$ cat src/rtl/pong_rally_ctrl.sv
// pong_rally_ctrl: match sequencer for the Pong ball datapath.
// Holds, serves and stops the ball through ball_run. Detects misses past either
// paddle from the ball x position and keeps both scores until a player wins.
//
// Ports:
//   clk, reset_n  - system clock, asynchronous active-low reset
//   start         - asynchronous level start button (synchronized internally)
//   tick          - one-clk frame strobe, paces the serve delay
//   ball_x_pos    - ball x position from the datapath
//   ball_y_pos    - ball y position (not used in this revision)
//   ball_run      - ball datapath active-low reset; 0 holds ball at serve position
//   left_score    - left player score
//   right_score   - right player score
//   last_scorer   - 0 = left scored last, 1 = right scored last
//   serving       - high while the ball is held before a serve
//   game_over     - high once a player reaches WIN_SCORE
module pong_rally_ctrl #(
  parameter int unsigned LEFT_MISS_X  = 90,
  parameter int unsigned RIGHT_MISS_X = 550,
  parameter int unsigned WRAP_X       = 1000,
  parameter int unsigned WIN_SCORE    = 7,
  parameter int unsigned SERVE_TICKS  = 60
) (
  input  logic       clk,
  input  logic       reset_n,
  input  logic       start,
  input  logic       tick,
  input  logic [9:0] ball_x_pos,
  input  logic [9:0] ball_y_pos,
  output logic       ball_run,
  output logic [3:0] left_score,
  output logic [3:0] right_score,
  output logic       last_scorer,
  output logic       serving,
  output logic       game_over
);

  localparam int unsigned X_W   = 10;
  localparam int unsigned SC_W  = 4;
  localparam int unsigned CNT_W = (SERVE_TICKS > 1) ? $clog2(SERVE_TICKS) : 1;

  typedef enum logic [2:0] {
    ST_IDLE,
    ST_SERVE,
    ST_PLAY,
    ST_POINT,
    ST_GAME_OVER
  } state_e;

  state_e            state_q, state_d;
  logic              ball_run_q, ball_run_d;
  logic [SC_W-1:0]   left_q, left_d;
  logic [SC_W-1:0]   right_q, right_d;
  logic              last_q, last_d;
  logic              serving_q, serving_d;
  logic              game_over_q, game_over_d;
  logic [CNT_W-1:0]  cnt_q, cnt_d;

  logic              start_s1_q, start_s2_q, start_s3_q;
  logic              start_pe;
  logic              miss_left, miss_right;
  logic [SC_W-1:0]   score_inc;

  // y position is reserved for a later revision
  logic unused_y;
  assign unused_y = ^ball_y_pos;

  // Two-flop synchronizer plus one delay flop for rising-edge detection
  always_ff @(posedge clk or negedge reset_n) begin
    if (!reset_n) begin
      start_s1_q <= 1'b0;
      start_s2_q <= 1'b0;
      start_s3_q <= 1'b0;
    end else begin
      start_s1_q <= start;
      start_s2_q <= start_s1_q;
      start_s3_q <= start_s2_q;
    end
  end

  assign start_pe = start_s2_q & ~start_s3_q;

  // x values at or above WRAP_X are the ball having underflowed past 0 on the left
  assign miss_left  = (ball_x_pos <= X_W'(LEFT_MISS_X)) || (ball_x_pos >= X_W'(WRAP_X));
  assign miss_right = (ball_x_pos >= X_W'(RIGHT_MISS_X)) && (ball_x_pos < X_W'(WRAP_X));

  // Saturating increment of whichever player scored the point being awarded
  always_comb begin
    score_inc = last_q ? right_q : left_q;
    if (score_inc != {SC_W{1'b1}}) begin
      score_inc = score_inc + SC_W'(1);
    end
  end

  // State and output registers
  always_ff @(posedge clk or negedge reset_n) begin
    if (!reset_n) begin
      state_q     <= ST_IDLE;
      ball_run_q  <= 1'b0;
      left_q      <= '0;
      right_q     <= '0;
      last_q      <= 1'b0;
      serving_q   <= 1'b0;
      game_over_q <= 1'b0;
      cnt_q       <= '0;
    end else begin
      state_q     <= state_d;
      ball_run_q  <= ball_run_d;
      left_q      <= left_d;
      right_q     <= right_d;
      last_q      <= last_d;
      serving_q   <= serving_d;
      game_over_q <= game_over_d;
      cnt_q       <= cnt_d;
    end
  end

  // Next-state and next-output logic
  always_comb begin
    state_d     = state_q;
    ball_run_d  = ball_run_q;
    left_d      = left_q;
    right_d     = right_q;
    last_d      = last_q;
    serving_d   = serving_q;
    game_over_d = game_over_q;
    cnt_d       = cnt_q;

    case (state_q)
      ST_IDLE: begin
        ball_run_d = 1'b0;
        if (start_pe) begin
          state_d   = ST_SERVE;
          serving_d = 1'b1;
          cnt_d     = '0;
        end
      end

      ST_SERVE: begin
        if (tick) begin
          if (cnt_q == CNT_W'(SERVE_TICKS - 1)) begin
            state_d    = ST_PLAY;
            ball_run_d = 1'b1;
            serving_d  = 1'b0;
            cnt_d      = '0;
          end else begin
            cnt_d = cnt_q + CNT_W'(1);
          end
        end
      end

      ST_PLAY: begin
        if (miss_left || miss_right) begin
          state_d    = ST_POINT;
          ball_run_d = 1'b0;
          last_d     = miss_left;
        end
      end

      ST_POINT: begin
        if (last_q) begin
          right_d = score_inc;
        end else begin
          left_d = score_inc;
        end
        if (score_inc == SC_W'(WIN_SCORE)) begin
          state_d     = ST_GAME_OVER;
          game_over_d = 1'b1;
        end else begin
          state_d   = ST_SERVE;
          serving_d = 1'b1;
          cnt_d     = '0;
        end
      end

      ST_GAME_OVER: begin
        ball_run_d = 1'b0;
        if (start_pe) begin
          state_d     = ST_SERVE;
          left_d      = '0;
          right_d     = '0;
          game_over_d = 1'b0;
          serving_d   = 1'b1;
          cnt_d       = '0;
        end
      end

      default: begin
        state_d    = ST_IDLE;
        ball_run_d = 1'b0;
        serving_d  = 1'b0;
      end
    endcase
  end

  assign ball_run    = ball_run_q;
  assign left_score  = left_q;
  assign right_score = right_q;
  assign last_scorer = last_q;
  assign serving     = serving_q;
  assign game_over   = game_over_q;

endmodule
$ cat config.mk
export PLATFORM = sky130hd
export DESIGN_NAME = pong_rally_ctrl
export DESIGN_NICKNAME = d
export VERILOG_FILES = /design/src/rtl/pong_rally_ctrl.sv
export SDC_FILE = /design/constraint.sdc
export NUM_CORES = 1
export LEC_CHECK = 0
export CORE_UTILIZATION = 37
export DETAILED_ROUTE_END_ITERATION = 6
export GPL_TIMING_DRIVEN = 0
export PLACE_DENSITY = 0.74
export RECOVER_POWER = 25
export SKIP_LAST_GASP = 1
export SLEW_MARGIN = 40
export SYNTH_ARGS = -nofsm -noshare
export SYNTH_HDL_FRONTEND = slang
export SYNTH_SLANG_ARGS = --single-unit
$ cat constraint.sdc
create_clock -name clk -period 2.65 [get_ports clk]
set_input_delay 0.265 -clock clk [delete_from_list [all_inputs] [get_ports clk]]
set_output_delay 0.265 -clock clk [all_outputs]
set_load 0.1 [all_outputs]
Word-level counts from Yosys, hierarchy flattened
Index checks and enable logic that the tools add are counted.
{"block": "classes", "muxes": 30, "n_reduce_logical": 15, "n_addsub": 2, "n_bitwise": 4, "eq_ne": 16, "n_lt_le_gt_ge": 4}
{"operator": "two-way mux 6 bit", "count": 4}
{"operator": "greater-or-equal comparator 10 bit (second input constant)", "count": 2}
{"operator": "two-way mux 4 bit", "count": 5}
{"operator": "one-hot mux 6 bit (3 select lines)", "count": 1}
{"operator": "inequality test 2 bit (second input constant)", "count": 8}
{"operator": "one-hot mux 4 bit (2 select lines)", "count": 2}
{"operator": "two-way mux 3 bit", "count": 5}
{"operator": "one-hot mux 3 bit (4 select lines)", "count": 1}
{"operator": "AND reduction 4 bit", "count": 3}
{"operator": "less-or-equal comparator 10 x 7 -> 1 bit (second input constant)", "count": 1}
{"operator": "< comparator 10 bit (second input constant)", "count": 1}
{"operator": "two-way mux 1 bit", "count": 9}
{"operator": "AND reduction 3 bit", "count": 3}
{"operator": "adder 6 x 1 -> 6 bit (second input constant)", "count": 1}
{"operator": "equality test 3 x 2 -> 1 bit (second input constant)", "count": 2}
{"operator": "equality test 6 bit (second input constant)", "count": 1}
{"operator": "AND reduction 5 bit", "count": 1}
{"operator": "adder 4 x 1 -> 4 bit (second input constant)", "count": 1}
{"operator": "equality test 4 x 3 -> 1 bit (second input constant)", "count": 1}
{"operator": "inequality test 4 bit (second input constant)", "count": 1}
{"operator": "one-hot mux 1 bit (4 select lines)", "count": 1}
{"operator": "equality test 3 x 1 -> 1 bit (second input constant)", "count": 1}
{"operator": "equality test 3 bit (second input constant)", "count": 1}
{"operator": "zero test 3 bit", "count": 1}
{"operator": "11 further kinds", "count": 14}
{"block": "totals", "reg_bits": 24, "inputBits": 24, "out_inout_bits": 12}

Longest topological paths before layout
{"block": "depth", "ltp_word": 6, "depth_mapped": 9, "mapped_depth_nobuf": 7}

Worst setup path after synthesis
No wires, ideal clock.
{"block": "synth_timing", "path_kind": "register to register", "from": "register last_q (netlist: last_scorer)", "to": "register cnt_q[4]", "setup_ns": 0.126, "required_time_ns": 2.524, "stages_incl_launch_ff": 9, "path_buffers": 2, "setup_slack_ns": -0.345, "arrival_time_ns": 2.869, "cell_sequence": "dfrtp_1 -> buf_6 -> mux2_4 -> ha_1 -> o21ai_0 -> mux2_2 -> and4_4 -> buf_6 -> a221o_1"}
{"block": "synth_via", "elab_chain_len": 6}
{"element": "start, declared", "line": "54", "source": "logic last_q, last_d;"}
{"element": "start signal, assigned", "line": "111", "source": "last_q <= last_d;"}
{"element": "two-way mux 4 bit *", "line": "89", "source": "score_inc = last_q ? right_q : left_q;"}
{"element": "adder 4 x 1 -> 4 bit or inequality test 4 bit (tied branches)", "line": "91, 90"}
{"element": "two-way mux 4 bit *", "line": "90", "source": "if (score_inc != {SC_W{1'b1}}) begin"}
{"element": "equality test 4 x 3 -> 1 bit *", "line": "166", "source": "if (score_inc == SC_W'(WIN_SCORE)) begin"}
{"element": "inequality test 2 bit (no source line) *"}
{"element": "AND reduction 4 bit (no source line) *"}
{"element": "end signal, assigned", "line": "114", "source": "cnt_q <= cnt_d;"}
{"element": "end, declared", "line": "57", "source": "logic [CNT_W-1:0] cnt_q, cnt_d;"}
Mark *: on every way between the ends. The rest lies on a longest branch, timed or not.
A chain may end at the register's enable or synchronous reset.

Worst setup path in the final report
Ends and elaborated chain as after synthesis.

==> results_dict.tcl <==
set metrics [dict create \
    yosysUniqueCellTypes 49 \
    syn_inst 150 \
    synthToLayoutAreaGrowth_pct 22.2 \
    clock_power_share 0.210 \
    ys_top_cells_by_area "dfrtp_1, a22o_1, mux2i_1" \
    use_met3 0.0458 \
    max-slew-margin-rel 0.0957 \
    synth-adder-area-share 0.0172 \
    antenna_found_initial 0 \
    synthesis.area_mm2 0.00145 \
    avgSynthCellArea_um2 9.68 \
    max_stage_delay_ns 0.50 \
    synth-async-reset-ratio 1.00 \
    cp.required_ns 2.81 \
    wl_per_cell_um 13.7 \
    grt_max_degree 25 \
    cts_max_level 1 \
    p_per_area_mw_per_mm2 676 \
    vias_per_cell 5.57 \
    die_width_um 64.6 \
    dieArea_mm2 0.00418 \
    dp_hpwl_mm 2.39 \
    grt_use_total 0.157 \
    fp.dieH_um 64.6 \
    worstPathMaxFanout 10 \
    synthFlopType "dfrtp_1" \
    fin_nets 207 \
    cp_common_cell "buf_6" \
    p_sw_uw 448 \
    ant_nets 0 \
    worst_pin_slew_ns 1.36 \
    ys_seq_area_frac 0.414 \
    synthSimpleGateAreaFrac 0.240 \
    slowest_stage "dfrtp_4" \
    clock-sinks 24 \
    ys_ff_latch 24 \
    synth_top_family_by_area "simple AND/OR/NAND/NOR gates" \
    routed_wl_mm 3.11 \
    drive_gt1_frac 0.233 \
    gp_congestion 0.849 \
    io_buffers 25 \
    synth-compound-area-share 0.215 \
    clk_pin_slew_ns 0.09 \
    status "finished, final reports clean" \
    yosysWarnings 0 \
    vias 1269 \
    clock_path_buffers 2 \
    synth_edf_count 0 \
    timing.setup.tns_ns 0 \
    cts_tree "yes" \
    arrival_ns 2.67 \
    rsz0062_at_grt "false" \
    root_buffer "clkbuf_8" \
    post-cts-setup-buffer-count 0 \
    switching_share 0.374 \
    drtIter0Drc 79 \
    final.period_utilization 0.947 \
    grt_pass1_vias 1199 \
    grt_remaining_overflow 0 \
    dpl.cell_count 223 \
    synth-xor-area-share 0.00603 \
    dr.pass1.iters 5 \
    worstSetupStartpointType "flip-flop" \
    row_count 22 \
    crit_chain "buf_6 > mux2_4 > ha_1 > o21ai_2 > mux2_2 > and4_4 > buf_6 > a221o_1" \
    grt_pass1_wl_mm 5.18 \
    pre_cts_slack_ns 0.0342 \
    fmax_ghz 0.398 \
    hold_viol 0 \
    diodes 0 \
    ir_drop_uv 436 \
    fin_crit_ns 2.51 \
    p_int_uw 751 \
    cp.buffers_inverters 2 \
    grt_busiest_layer "met2" \
    gr-usage-met1 0.181 \
    finalClockSkew_ns 0.00223 \
    worstHoldPathType "reg2reg" \
    cts_made_buffers 3 \
    endpoint_kind "flip-flop" \
    crit_type "reg2reg" \
    finalMaxSlewViolations 0 \
    stdcell_count 228 \
    synth_top_area_share 0.414 \
    core_area_mm2 0.00372 \
    max_cap_viol_count 0 \
    r2r_setup_slack_ns 0.14 \
    power_frac_seq 0.416 \
    worst_slack_ns 0.139 \
    ioPinCount 36 \
    met2_usage 0.288 \
    setup_viol 0 \
    synth_area_leader_cell "dfrtp_1" \
    fillers 355 \
    synthesis.nets 176 \
    cp_top_family "multiplexers" \
    initial_core_util 0.391 \
    leakagePower_nw 0.809 \
    synthMuxAreaShare 0.0776 \
    power_frac_comb 0.374 \
    clock_latency_ns 0.27 \
    drc 0 \
]
kinds of logic (layout without fill, tap and decap cells):
logic type               Yosys count  in the layout
AND/OR/NAND/NOR                   62             62
buffers and inverters              8             38
multiplexers                      10             10
XOR/XNOR                           1              1
adder cells (fa/ha/maj)            2              2
AO/OA/AOI/OAI                     43             43
flip-flops                        24             24
synth_stat cells, types with 4 or more instances:
cell / number
dfrtp_1: 24
mux2i_1: 6
nand2_1: 11
nand2b_1: 4
nor2_1: 14
nand4_1: 4
o21ai_0: 11
nand3_1: 4
a22o_1: 7
power groups by stage:
stage	combinational [mW]	sequential (mW)	clock (mW)
2_1_floorplan	0.270	0.576	0
3_3_place_gp	0.446	0.500	0
3_5_place_dp	0.446	0.505	0
4_1_cts	0.449	0.497	0.265
5_1_grt	0.498	0.505	0.274
6_report	0.449	0.499	0.251
routing by layer:
metal | part of all wire | vias to the layer above
li1 | - | 622
met1 | 0.43 | 617
met2 | 0.53 | 30
met3 | 0.037 | 0
met4 | 0 | 0
met5 | 0 | -
registers in the layout (all words and copies together), names as in the netlist:
signal,flops
ball_run,1
cnt_q,6
start_s1_q,1
start_s2_q,1
game_over,1
start_s3_q,1
last_scorer,1
right_score,4
state_q,3
serving,1
left_score,4
cells in the final DEF, fill, tap and decap left out, types with 3 or more instances in the layout:
master            n
dfrtp_1          19
and3_1            3
nand2b_1          4
mux2i_1           6
nand3_1           4
buf_2            12
nand3b_1          3
o22ai_1           3
a21oi_1           3
nor2_1           14
o21ai_0          10
a22o_1            7
clkbuf_8          4
clkbuf_1          4
nand2_1          11
inv_1             3
nor2b_1           3
nand4_1           4
dfrtp_2           4
a21o_2            3
clkdlybuf4s50_1  11
what timing repair did:
item,in CTS,in global routing
endpoints found under the hold margin,24,0
hold buffers,1,0
resized for setup,0,2
endpoints found under the setup margin,0,2
through the flow:
step | area [um2] | utilization | power (mW) | hold WS [ns]
after global routing | 1770 | 0.477 | 1.28 | 0.362
after CTS | 1770 | 0.476 | 1.21 | 0.362
after global placement | 1770 | 0.476 | 0.946 | 0.337
after floorplan | 1460 | - | 0.847 | -0.0306
final | 1770 | 0.477 | 1.20 | 0.357
after detailed placement | 1710 | 0.459 | 0.952 | 0.290
worst paths after layout:
path | start | to | cells after the start
setup / recovery | last_scorer$_DFFE_PN0P_ | cnt_q[4]$_DFFE_PN0P_ | 8
max in group asynchronous | reset_n | last_scorer$_DFFE_PN0P_ | 2
hold / removal | start_s1_q$_DFF_PN0_ | start_s2_q$_DFF_PN0_ | 0
setup reg to reg | last_scorer$_DFFE_PN0P_ | cnt_q[4]$_DFFE_PN0P_ | 8
min in group asynchronous | reset_n | left_score[3]$_DFFE_PN0P_ | 2
hold reg to reg | start_s1_q$_DFF_PN0_ | start_s2_q$_DFF_PN0_ | 0
cell type report:
class	count	area (um2)	share of cell area
multi-input combinational	118	810	0.457
sequential	24	609	0.344
timing repair buffer	26	194	0.109
tap	48	60.1	0.0339
clock buffer	4	55.1	0.0311
buffer	5	33.8	0.0191
inverter	3	11.3	0.00635
Power figures use the tool's default switching activity.
